## src/rtl/fetch_pkg.sv

```systemverilog
// Shared definitions for the instruction fetch stage.
//   - fetch_state_t : fetch FSM states (IDLE, FETCH, CAPTURE, ISSUE)
//   - DATA_W        : instruction word width (matches register_file data width)
//   - ADDR_W        : PC / register_file address width
//   - RESET_PC      : PC value loaded at reset
package fetch_pkg;

  localparam int DATA_W   = 20;
  localparam int ADDR_W   = 4;
  localparam int RESET_PC = 0;

  typedef enum logic [1:0] {
    ST_IDLE    = 2'd0,
    ST_FETCH   = 2'd1,
    ST_CAPTURE = 2'd2,
    ST_ISSUE   = 2'd3
  } fetch_state_t;

endpackage

```

## src/rtl/pc_counter.sv

```systemverilog
// Program counter register.
//   clk      : rising-edge clock
//   reset    : asynchronous, active-low; loads RESET_PC
//   load     : load load_val (branch redirect); wins over inc
//   load_val : redirect target
//   inc      : advance by one, modulo 2^ADDR_W
//   pc       : current PC
module pc_counter #(
  parameter int                ADDR_W   = 4,
  parameter logic [ADDR_W-1:0] RESET_PC = '0
) (
  input  logic              clk,
  input  logic              reset,
  input  logic              load,
  input  logic [ADDR_W-1:0] load_val,
  input  logic              inc,
  output logic [ADDR_W-1:0] pc
);

  always_ff @(posedge clk or negedge reset) begin
    if (!reset) begin
      pc <= RESET_PC;
    end else if (load) begin
      pc <= load_val;
    end else if (inc) begin
      // Natural wrap at 2^ADDR_W, no overflow indication.
      pc <= pc + ADDR_W'(1);
    end
  end

endmodule

```

## src/rtl/instr_fetch_unit.sv

```systemverilog
// Instruction fetch stage: reads words from register_file at pc, holds the
// fetched word in an instruction register and offers it to the decoder.
//   clk          : rising-edge clock
//   reset        : asynchronous, active-low
//   mem_addr     : register_file address (always equals pc)
//   mem_rd       : register_file read request
//   mem_data     : register_file read data, valid one cycle after mem_rd
//   instr        : instruction register
//   instr_valid  : instr holds a fetched word
//   instr_ready  : decoder accepts instr this cycle
//   branch_en    : redirect request (single-cycle pulse)
//   branch_addr  : redirect target
//   halt         : level; blocks new fetches while high
//   pc           : current PC
//   fsm_state    : debug view of the fetch FSM state (fetch_state_t encoding)
//
// Handshake: a word transfers to the decoder on every rising clk edge where
// instr_valid && instr_ready are both high; while instr_valid is high and
// instr_ready is low, instr holds steady. instr_valid never drops without a
// transfer except on a branch redirect or reset.
module instr_fetch_unit #(
  parameter int                DATA_W   = fetch_pkg::DATA_W,
  parameter int                ADDR_W   = fetch_pkg::ADDR_W,
  parameter logic [ADDR_W-1:0] RESET_PC = ADDR_W'(fetch_pkg::RESET_PC)
) (
  input  logic              clk,
  input  logic              reset,
  output logic [ADDR_W-1:0] mem_addr,
  output logic              mem_rd,
  input  logic [DATA_W-1:0] mem_data,
  output logic [DATA_W-1:0] instr,
  output logic              instr_valid,
  input  logic              instr_ready,
  input  logic              branch_en,
  input  logic [ADDR_W-1:0] branch_addr,
  input  logic              halt,
  output logic [ADDR_W-1:0] pc,
  output logic [1:0]        fsm_state
);

  import fetch_pkg::*;

  fetch_state_t state, next_state;
  logic         redirect;
  logic         capture;

  // A redirect is honoured in every state except IDLE and overrides
  // everything else that cycle.
  assign redirect = branch_en && (state != ST_IDLE);
  // A read landing in CAPTURE is dropped if a redirect arrives with it.
  assign capture  = (state == ST_CAPTURE) && !branch_en;

  always_ff @(posedge clk or negedge reset) begin
    if (!reset) begin
      state <= ST_IDLE;
    end else begin
      state <= next_state;
    end
  end

  always_comb begin
    next_state = state;
    mem_rd     = 1'b0;
    case (state)
      ST_IDLE: begin
        next_state = ST_FETCH;
      end
      ST_FETCH: begin
        mem_rd = !halt && !branch_en;
        if (mem_rd) begin
          next_state = ST_CAPTURE;
        end
      end
      ST_CAPTURE: begin
        next_state = ST_ISSUE;
      end
      ST_ISSUE: begin
        if (instr_ready) begin
          next_state = ST_FETCH;
        end
      end
      default: begin
        next_state = ST_IDLE;
      end
    endcase
    if (redirect) begin
      next_state = ST_FETCH;
    end
  end

  // The word is valid exactly while the FSM sits in ISSUE, so the async
  // reset of the state register also clears instr_valid immediately.
  assign instr_valid = (state == ST_ISSUE);

  always_ff @(posedge clk or negedge reset) begin
    if (!reset) begin
      instr <= '0;
    end else if (capture) begin
      instr <= mem_data;
    end
  end

  pc_counter #(
    .ADDR_W   (ADDR_W),
    .RESET_PC (RESET_PC)
  ) u_pc_counter (
    .clk      (clk),
    .reset    (reset),
    .load     (redirect),
    .load_val (branch_addr),
    .inc      (capture),
    .pc       (pc)
  );

  assign mem_addr  = pc;
  assign fsm_state = state;

endmodule
```

## config.mk

```make
export PLATFORM = sky130hd
export DESIGN_NAME = instr_fetch_unit
export DESIGN_NICKNAME = d
export VERILOG_FILES = /design/src/rtl/fetch_pkg.sv /design/src/rtl/pc_counter.sv /design/src/rtl/instr_fetch_unit.sv
export SDC_FILE = /design/constraint.sdc
export NUM_CORES = 1
export LEC_CHECK = 0
export ABC_AREA = 1
export CAP_MARGIN = 30
export CORE_UTILIZATION = 40
export DETAILED_ROUTE_END_ITERATION = 7
export GPL_ROUTABILITY_DRIVEN = 0
export GPL_TIMING_DRIVEN = 0
export PLACE_DENSITY = 0.79
export SYNTH_ARGS = -nofsm -noshare
export SYNTH_HDL_FRONTEND = slang
export SYNTH_HIERARCHICAL = 1
export SYNTH_SLANG_ARGS = --single-unit
```

## constraint.sdc

```tcl
create_clock -name clk -period 1.5 [get_ports clk]
set_input_delay 0.3 -clock clk [delete_from_list [all_inputs] [get_ports clk]]
set_output_delay 0.3 -clock clk [all_outputs]
set_load 0.005 [all_outputs]
```

[Word level (Yosys, flattened, before mapping)]
Index checks and enable logic that the tools add are counted.
Word-level totals
  flip-flop bits (word level): 26
  latch bits: 0
  RAM bits: 0
  memory bits (read-only): 0
  input bits: 29
  output and inout port bits: 32
  logic and storage cells: 25
  memories kept: 0
Cells by class
  $add $sub $neg: 1
  multipliers: 0
  div/mod/pow operators: 0
  $lt $le $gt $ge: 0
  equality and inequality tests: 5
  shift-type cells: 0
  muxes and demuxes: 7
  bitwise logic cells: 0
  reductions and logical operators: 9
Operator list (number)
  $mux 4: 2
  $pmux 2 s4: 1
  $mux 2: 3
  $add 4x1->4 const B: 1
  $eq 2x2->1 const B: 2
  $reduce_bool 2->1: 2
  $logic_and 1x1->1: 3
  $ne 3x1->1 const B: 1
  $ne 3x3->1 const B: 1
  $eq 2x1->1 const B: 1
  $logic_not 1->1: 2
  $logic_not 2->1: 1
  $reduce_and 2->1: 1
  $mux 1: 1

[Logic depth before layout (Yosys ltp)]
  depth in word-level cells: 5
  mapped depth: 9
  depth with buffers taken out: 8

[Modules after synthesis]
The synthesis kept the hierarchy.
By module, submodules not included
  instr_fetch_unit: instances 1, cells each 120, area an instance 1062.3 um2, sequential area each 550.5 um2
  pc_counter: instances 1, cells each 27, area an instance 219.0 um2, sequential area each 100.1 um2

[Least setup slack after synthesis]
No wires, ideal clock.
  path type: register to register
  start point: register state[0], in the netlist fsm_state[0]
  end point: register u_pc_counter.pc[3]
  library setup time: 0.121 ns
  data arrival time: 1.300 ns
  required time: 1.379 ns
  slack: 0.078 ns
  stages on the path, launching flop included: 7
  buffers on the path: 0
  period minus slack after synthesis: 1.422 ns
  cells stage by stage: dfrtp_1 -> inv_1 -> ha_1 -> nor2_1 -> nor2_1 -> a22oi_1 -> nand2_1
Between the ends
  cells in the longest elaborated chain, start to end: 3
  elaborated cells between the ends (all ways): 6
  classes of those cells: 1 x eq/ne; 1 x mux; 4 x reduce/logical
RTL lines
  from (decl): line instr_fetch_unit.sv:43  | fetch_state_t state, next_state;
  from (signal assigned): line instr_fetch_unit.sv:57  | state <= next_state;
  $reduce_bool 2->1 (*): line instr_fetch_unit.sv:49  | assign redirect = branch_en && (state != ST_IDLE);
  $logic_and 1x1->1 (*): line instr_fetch_unit.sv:49
  net redirect: line instr_fetch_unit.sv:44  | logic redirect;
  $mux 4 / $reduce_bool 2->1 (equally long branches)
  to (signal assigned): line pc_counter.sv:24  | pc <= load_val;
  to (signal assigned): line pc_counter.sv:27  | pc <= pc + ADDR_W'(1);
  to (decl): line pc_counter.sv:17  | output logic [ADDR_W-1:0] pc
The timed path passes the listed nets; every way through them passes the cells marked *.
A chain may end at the register's enable or synchronous reset.

[Final worst setup path]
  start point: register state[1], in the netlist fsm_state[1]
  end point: output instr_valid
Between the ends
  cells in the longest elaborated chain, start to end: 1
RTL lines
  $eq 2x2->1: line instr_fetch_unit.sv:93  | assign instr_valid = (state == ST_ISSUE);
  to (decl): line instr_fetch_unit.sv:32  | output logic instr_valid,
Every way passes these cells.

==> results.py <==
metrics = {
    "power": {
        "powerDensity_nw_per_um2": 1680,
        "total_power_mw": 3.54,
        "power.leakage_nw": 1.21,
        "seq_power_share": 0.345,
        "p_sw_frac": 0.332,
        "p_comb_frac": 0.524,
        "switchingPower_mw": 1.18,
        "power.internal_mw": 2.36,
        "peakVddDrop_uv": 903,
        "clkPwrFrac": 0.132,
    },
    "run_status": {
        "violations": "negative setup slack",
        "status": "finished, violations left",
    },
    "timing": {
        "slew-limit-headroom": 0.560,
        "worst_pin_slew_ps": 659,
        "period_share": 1.03,
        "slew_violations": 0,
        "setup_viol": 3,
        "timing.final.ws_setup_ps": -49.5,
        "hold_violations": 0,
        "timing.fmax_ghz": 0.645,
        "finalCriticalPeriod_ps": 1550,
        "skew_ps": 1.80,
        "rsz0062_at_grt": "yes",
    },
    "yosys": {
        "synth_top_family_by_area": "simple AND/OR/NAND/NOR gates",
        "syn_area_per_cell_sq_um": 8.72,
        "synth_seq_area_share": 0.508,
        "synth_cells": 147,
        "ys_types": 20,
        "synthMuxAreaShare": 0,
        "synthAdderAreaFrac": 0.0586,
        "synth_xor_area_frac": 0.00684,
        "ys_ff_latch": 26,
        "synth_compound_area_frac": 0.0215,
        "synthSimpleGateAreaFrac": 0.306,
        "syn-cell-area_sq_um": 1280,
        "synth_nets": 182,
        "yosysWarningCount": 6,
    },
    "clock_tree": {
        "clk_pin_slew_worst_paths_ps": 130,
        "root_buffer": "clkbuf_4",
        "cts_buffers": 3,
        "cts_tree": "yes",
        "clock_latency_ps": 310,
        "clock-sinks": 26,
        "cts_buffer_depth": 2,
        "htree_levels": 1,
        "ctsHoldBuffers": 0,
    },
    "final_layout": {
        "nNetsFinal": 260,
        "final_cell_mix": "67 x nand2_1, 28 x clkdlybuf4s50_1, 24 x dfrtp_1",
        "diodes": 0,
        "final_common_cell": "nand2_1",
        "syn2layout_area_growth_pct": 64.7,
        "final_core_util": 0.691,
        "drive_gt1_frac": 0.219,
    },
    "routing": {
        "vias_per_cell": 4.31,
        "drc": 0,
        "firstDrtPassIters": 4,
        "routedWlPerCell_microns": 10.8,
        "first_iter_violations": 81,
        "ant_nets": 0,
        "wirelength_microns": 2900,
        "dr_total_vias": 1154,
    },
    "global_route": {
        "grt_pass1_wl_microns": 4800,
        "grtUsageMet3": 0.0330,
        "met2_usage": 0.348,
        "grt_max_degree": 16,
        "grtUsageTotal": 0.181,
        "met1_usage": 0.215,
        "busiest_layer": "met2",
        "grt_pass1_vias": 1143,
        "globalRouteOverflowTotal": 0,
        "antenna_found_initial": 0,
    },
    "place": {
        "dp_hpwl_microns": 2120,
        "portBuffers": 60,
    },
    "setup_path": {
        "startpoint_type": "register",
        "cp.arrival_ps": 1250,
        "cp_cell_sequence": "buf_4, ha_2, clkdlybuf4s15_1",
        "cp_slowest_cell": "dfrtp_1",
        "crit_fanout": 4,
        "worstSetupEndpointType": "output pin",
        "required_ps": 1200,
        "worstSetupPathType": "reg -> out",
        "worst-path-buf-inv": 2,
        "cp_top_family": "flip-flops",
        "max_stage_delay_ps": 420,
    },
    "floorplanning": {
        "die_x_microns": 58.6,
        "dieArea_sq_um": 3430,
        "core_area_sq_um": 3050,
        "io_pins": 61,
        "placementRows": 20,
        "floorplan.initialDensity": 0.420,
        "fp.dieH_microns": 58.6,
    },
    "flow_run": {
        "max-cap-violations": 0,
    },
    "min_path": {
        "min_path_type": "in -> async",
    },
}
[cell type report]
cell class / instances / area [sq um]
buffer: 8 / 80.1
clock buffer: 3 / 22.5
clock inverter: 1 / 30.0
fill: 269 / 942
inverter: 12 / 50.0
multi-input combinational: 101 / 523
sequential: 26 / 653
tap: 44 / 55.1
timing repair buffer: 73 / 697
[timing repair]
item / 4_1_cts / 5_1_grt
gates resized for setup: 39 / 9
endpoints found under the setup margin: 29 / 13
buffers inserted: 8 / 4
pin swaps: 1 / 0
[cell usage after synthesis (all sizes together)]
master / number / area (sq um)
ha: 6 / 75.1
buf: 8 / 80.1
o21ai: 1 / 5.00
nand4: 1 / 6.26
nand3: 7 / 45.0
dfrtp: 26 / 651
xnor2: 1 / 8.76
inv: 12 / 47.6
nor2: 4 / 15.0
a21boi: 1 / 7.51
a22oi: 1 / 7.51
nand2: 78 / 325
o211ai: 1 / 7.51
[worst paths after layout]
path | startpoint | endpoint | slack [ps] | cells after the start
worst max-delay path | fsm_state[1] | instr_valid | -50 | 3
worst min-delay path | reset | u_pc_counter/pc[3] | 380 | 1
worst min register to register | instr[3] | instr[3] | 490 | 2
min in group clk | instr[3] | instr[3] | 490 | 2
worst max register to register | fsm_state[1] | u_pc_counter/pc[0] | 0 | 8
max in group asynchronous | reset | fsm_state[0] | 600 | 2
[registers in the layout, summed over array words and instances, names as in the netlist]
register,flops
u_pc_counter/pc,4
instr,20
fsm_state,2
[power by group through the flow]
stage	Clock (mW)	Sequential (mW)	Combinational [mW]
2_1_floorplan	0	1.29	0.741
3_3_place_gp	0	1.27	1.70
3_5_place_dp	0	1.28	1.76
4_1_cts	0.487	1.23	1.81
5_1_grt	0.513	1.26	2.05
6_report	0.467	1.22	1.85
[logic make-up after synthesis]
| group | Yosys count |
|---|---|
| and+or+nand+nor | 90 |
| DFF | 26 |
| buffers and inverters | 20 |
| adders and majority gates | 6 |
| AOI/OAI and AO/OA | 4 |
| xor gates and xnor gates | 1 |
[layer usage]
| metal | part of all wire | up-vias |
|---|---|---|
| met3 | 0.063 | 0 |
| met4 | 0 | 0 |
| met5 | 0 | - |
| met1 | 0.42 | 523 |
| li1 | - | 595 |
| met2 | 0.52 | 36 |
[per-stage QoR]
| stage | std cells | hold WS [ps] | setup TNS, ps | area (sq um) | setup WS, ps |
|---|---|---|---|---|---|
| after detailed placement | 252 | 464 | -1230 | 1950 | -325 |
| final | 268 | 376 | -101 | 2110 | -49.5 |
| after global routing | 268 | 419 | -572 | 2110 | -130 |
| after global placement | 251 | 460 | -6100 | 1940 | -307 |
| after CTS | 264 | 385 | -114 | 2060 | -76.5 |
| after floorplan | 147 | 4.41 | 0 | 1280 | 78.1 |
(Power assumes the default switching activity.)
==> patch, RTL diff (same settings) <==
Reset style: synchronous (`reset`), changed in 3 clocked blocks. Comments in the files are not updated.
--- a/src/rtl/pc_counter.sv
+++ b/src/rtl/pc_counter.sv
@@ -17,7 +17,7 @@
   output logic [ADDR_W-1:0] pc
 );
 
-  always_ff @(posedge clk or negedge reset) begin
+  always_ff @(posedge clk) begin
     if (!reset) begin
       pc <= RESET_PC;
     end else if (load) begin
--- a/src/rtl/instr_fetch_unit.sv
+++ b/src/rtl/instr_fetch_unit.sv
@@ -50,7 +50,7 @@
   // A read landing in CAPTURE is dropped if a redirect arrives with it.
   assign capture  = (state == ST_CAPTURE) && !branch_en;
 
-  always_ff @(posedge clk or negedge reset) begin
+  always_ff @(posedge clk) begin
     if (!reset) begin
       state <= ST_IDLE;
     end else begin
@@ -92,7 +92,7 @@
   // reset of the state register also clears instr_valid immediately.
   assign instr_valid = (state == ST_ISSUE);
 
-  always_ff @(posedge clk or negedge reset) begin
+  always_ff @(posedge clk) begin
     if (!reset) begin
       instr <= '0;
     end else if (capture) begin
Check against the original RTL: differs if reset is asserted again (counterexample within 4 cycles, from zero or initial values and one cycle with reset low); with reset held inactive, the same outputs for 10 cycles.
==> patch against the original RTL <==
  * Setup slack improved by 87 ps
  * Final area increased by 3.6%
  * Synthesized area decreased by 4.4%
  * Routed wire length increased by 16%
  * Synthesized cell count increased by 7.5%
  * First-iteration DRC count decreased by 35%
  * Sequential cell count unchanged
  * Largest cell class unchanged
  * Power decreased by 18%
  * The flow finishes with violations (design-rule violations)
  * Via count increased by 14%
==> patch: results (changes against the original RTL) <==
outcome=finished with violations (unchanged); failing checks=design-rule violations (was negative setup slack); yosys warns=6 (unchanged); Worst-path clk slew=150 ps (was 130 ps); Global Route Usage Sum=19.1% (was 18.1%); max reg flops=20 (unchanged); Leak=1.33 nW (was 1.21 nW); Area contributors post-synth=dfxtp_1, nor2_1, nor2_2 (was dfrtp_1, nand2_1, ha_1); Slew HR=76.6% (was 56.0%); Post-Place Cell Area=1860 µm² (was 1950 µm²); initial antenna violation count=0 (unchanged); sequential share of the synthesized area=42.5% (was 50.8%); drc violations=6 (was 0); # diodes=0 (unchanged); vias in the first global route=1183 (was 1143); clk_skew=10.9 ps (was 1.80 ps); Port Buffers=60 (unchanged); syn nets=192 (was 182); DRT Pass-1 Iters=6 (was 4); total CTS buffers=3 (unchanged); HPWL after DPL=2.09 mm (was 2.12 mm); predominant post-synthesis flop cell=dfxtp_1 (was dfrtp_1); nets=276 (was 260); vias per cell=4.83 (was 4.31); H-Tree Depth=1 (unchanged); Clock Path Buffers=2 (unchanged); DRT iter0 DRCs=53 (was 81); CP Data Arrival Time=1710 ps (was 1250 ps); Root Buffer Master=clkbuf_4 (unchanged); class of the tightest hold or removal check=register to register (was input port to asynchronous set/reset pin); share of layout cells above drive strength 1=36.9% (was 21.9%); Post-synth ARST share=0% (was 100%); clk_lat worst skew=320 ps; pin count of the biggest net entering global routing=16 (unchanged); worst-path maximum fanout=6 (was 4); peak supply drop=0.979 mV (was 0.903 mV); commonest cells in the synthesized netlist=nor2_1, dfxtp_1, o21ai_0 (was nand2_1, dfrtp_1, inv_1, nand2_2, ha_1); Yosys cell types=25 (was 20); routed wire length=3.35 mm (was 2.90 mm); first-pass GRT wire length=4.93 mm (was 4.80 mm); Largest Register=instr (unchanged)
[patch: cell types whose count changed after synthesis, moves of 3 or more]
cell	unedited run	this run
nand2_1	67	14
inv_1	10	14
o21ai_1	0	8
a21oi_1	0	3
dfrtp_1	26	0
nand2_2	10	2
nor2_1	4	37
nor2_2	0	12
dfxtp_1	0	26
o21ai_0	1	15
[patch: per-stage QoR]
stage                     std cells  hold slack (ps)  setup slack (ps)  util (%)
after floorplan                 158              398               148         -
after global placement          249              463              -305      65.9
after detailed placement        249              476              -316      65.9
after CTS                       263              498             0.863      72.0
after global routing            272              517             -42.9      77.3
final                           272              490              37.1      77.3
[patch: routing by layer]
| layer | global-route usage (%) | routed length, µm | up-vias |
|---|---|---|---|
| li1 | - | - | 663 |
| met1 | 19.7 | 1330 | 607 |
| met2 | 36.9 | 1780 | 42 |
| met3 | 5.44 | 230 | 2 |
| met4 | 5.57 | 10 | 0 |
| met5 | 0 | 0 | - |
[patch: worst paths after layout]
kind | cells past startpoint | slack (ps) | from | to
worst max-delay path | 12 | 40 | fsm_state[0] | u_pc_counter/pc[3]
worst min register to register | 2 | 490 | instr[7] | instr[7]
worst min-delay path | 2 | 490 | instr[7] | instr[7]
worst max register to register | 12 | 40 | fsm_state[0] | u_pc_counter/pc[3]
[patch: final cells by class]
class | count | area, µm²
inverters | 16 | 67.6
fillers | 200 | 642
flip-flops and latches | 26 | 563
clock inverters | 1 | 30.0
well taps | 31 | 38.8
plain buffers | 10 | 92.6
repair buffers | 79 | 782
clock buffers | 3 | 22.5
multi-input cells | 106 | 591
[patch: worst max-delay path, cell delays in order (launching register included)]
cell and delay (ps):
dfxtp_4 380, buf_6 100, buf_6 100, inv_4 40
ha_1 180, inv_1 60, nand2_2 90, inv_4 110
inv_1 80, nor2_1 100, nor2_1 40, nand2_1 60
inv_1 30
[patch: cell families after synthesis]
kind of cell	after synthesis	share of synthesized area (%)
fa+ha+maj	5	5.11
xor+xnor	2	1.43
flops	26	42.5
compound gates	29	12.6
buf+inv	26	12.7
simple gates	70	25.7
[patch: what timing repair did]
item,CTS,global route
resized for setup,49,37
endpoints found under the hold margin,0,0
setup buffers,10,9
hold buffers,0,0
endpoints found under the setup margin,26,37
pin swaps,2,7
[patch: where the power goes]
group / internal (mW) / total, mW / switching (mW) / leakage, nW
logic: 0.792 / 1.44 / 0.648 / 1.08
registers: 0.879 / 0.971 / 0.0923 / 0.225
clock network: 0.270 / 0.483 / 0.213 / 0.0279
total: 1.94 / 2.89 / 0.953 / 1.33
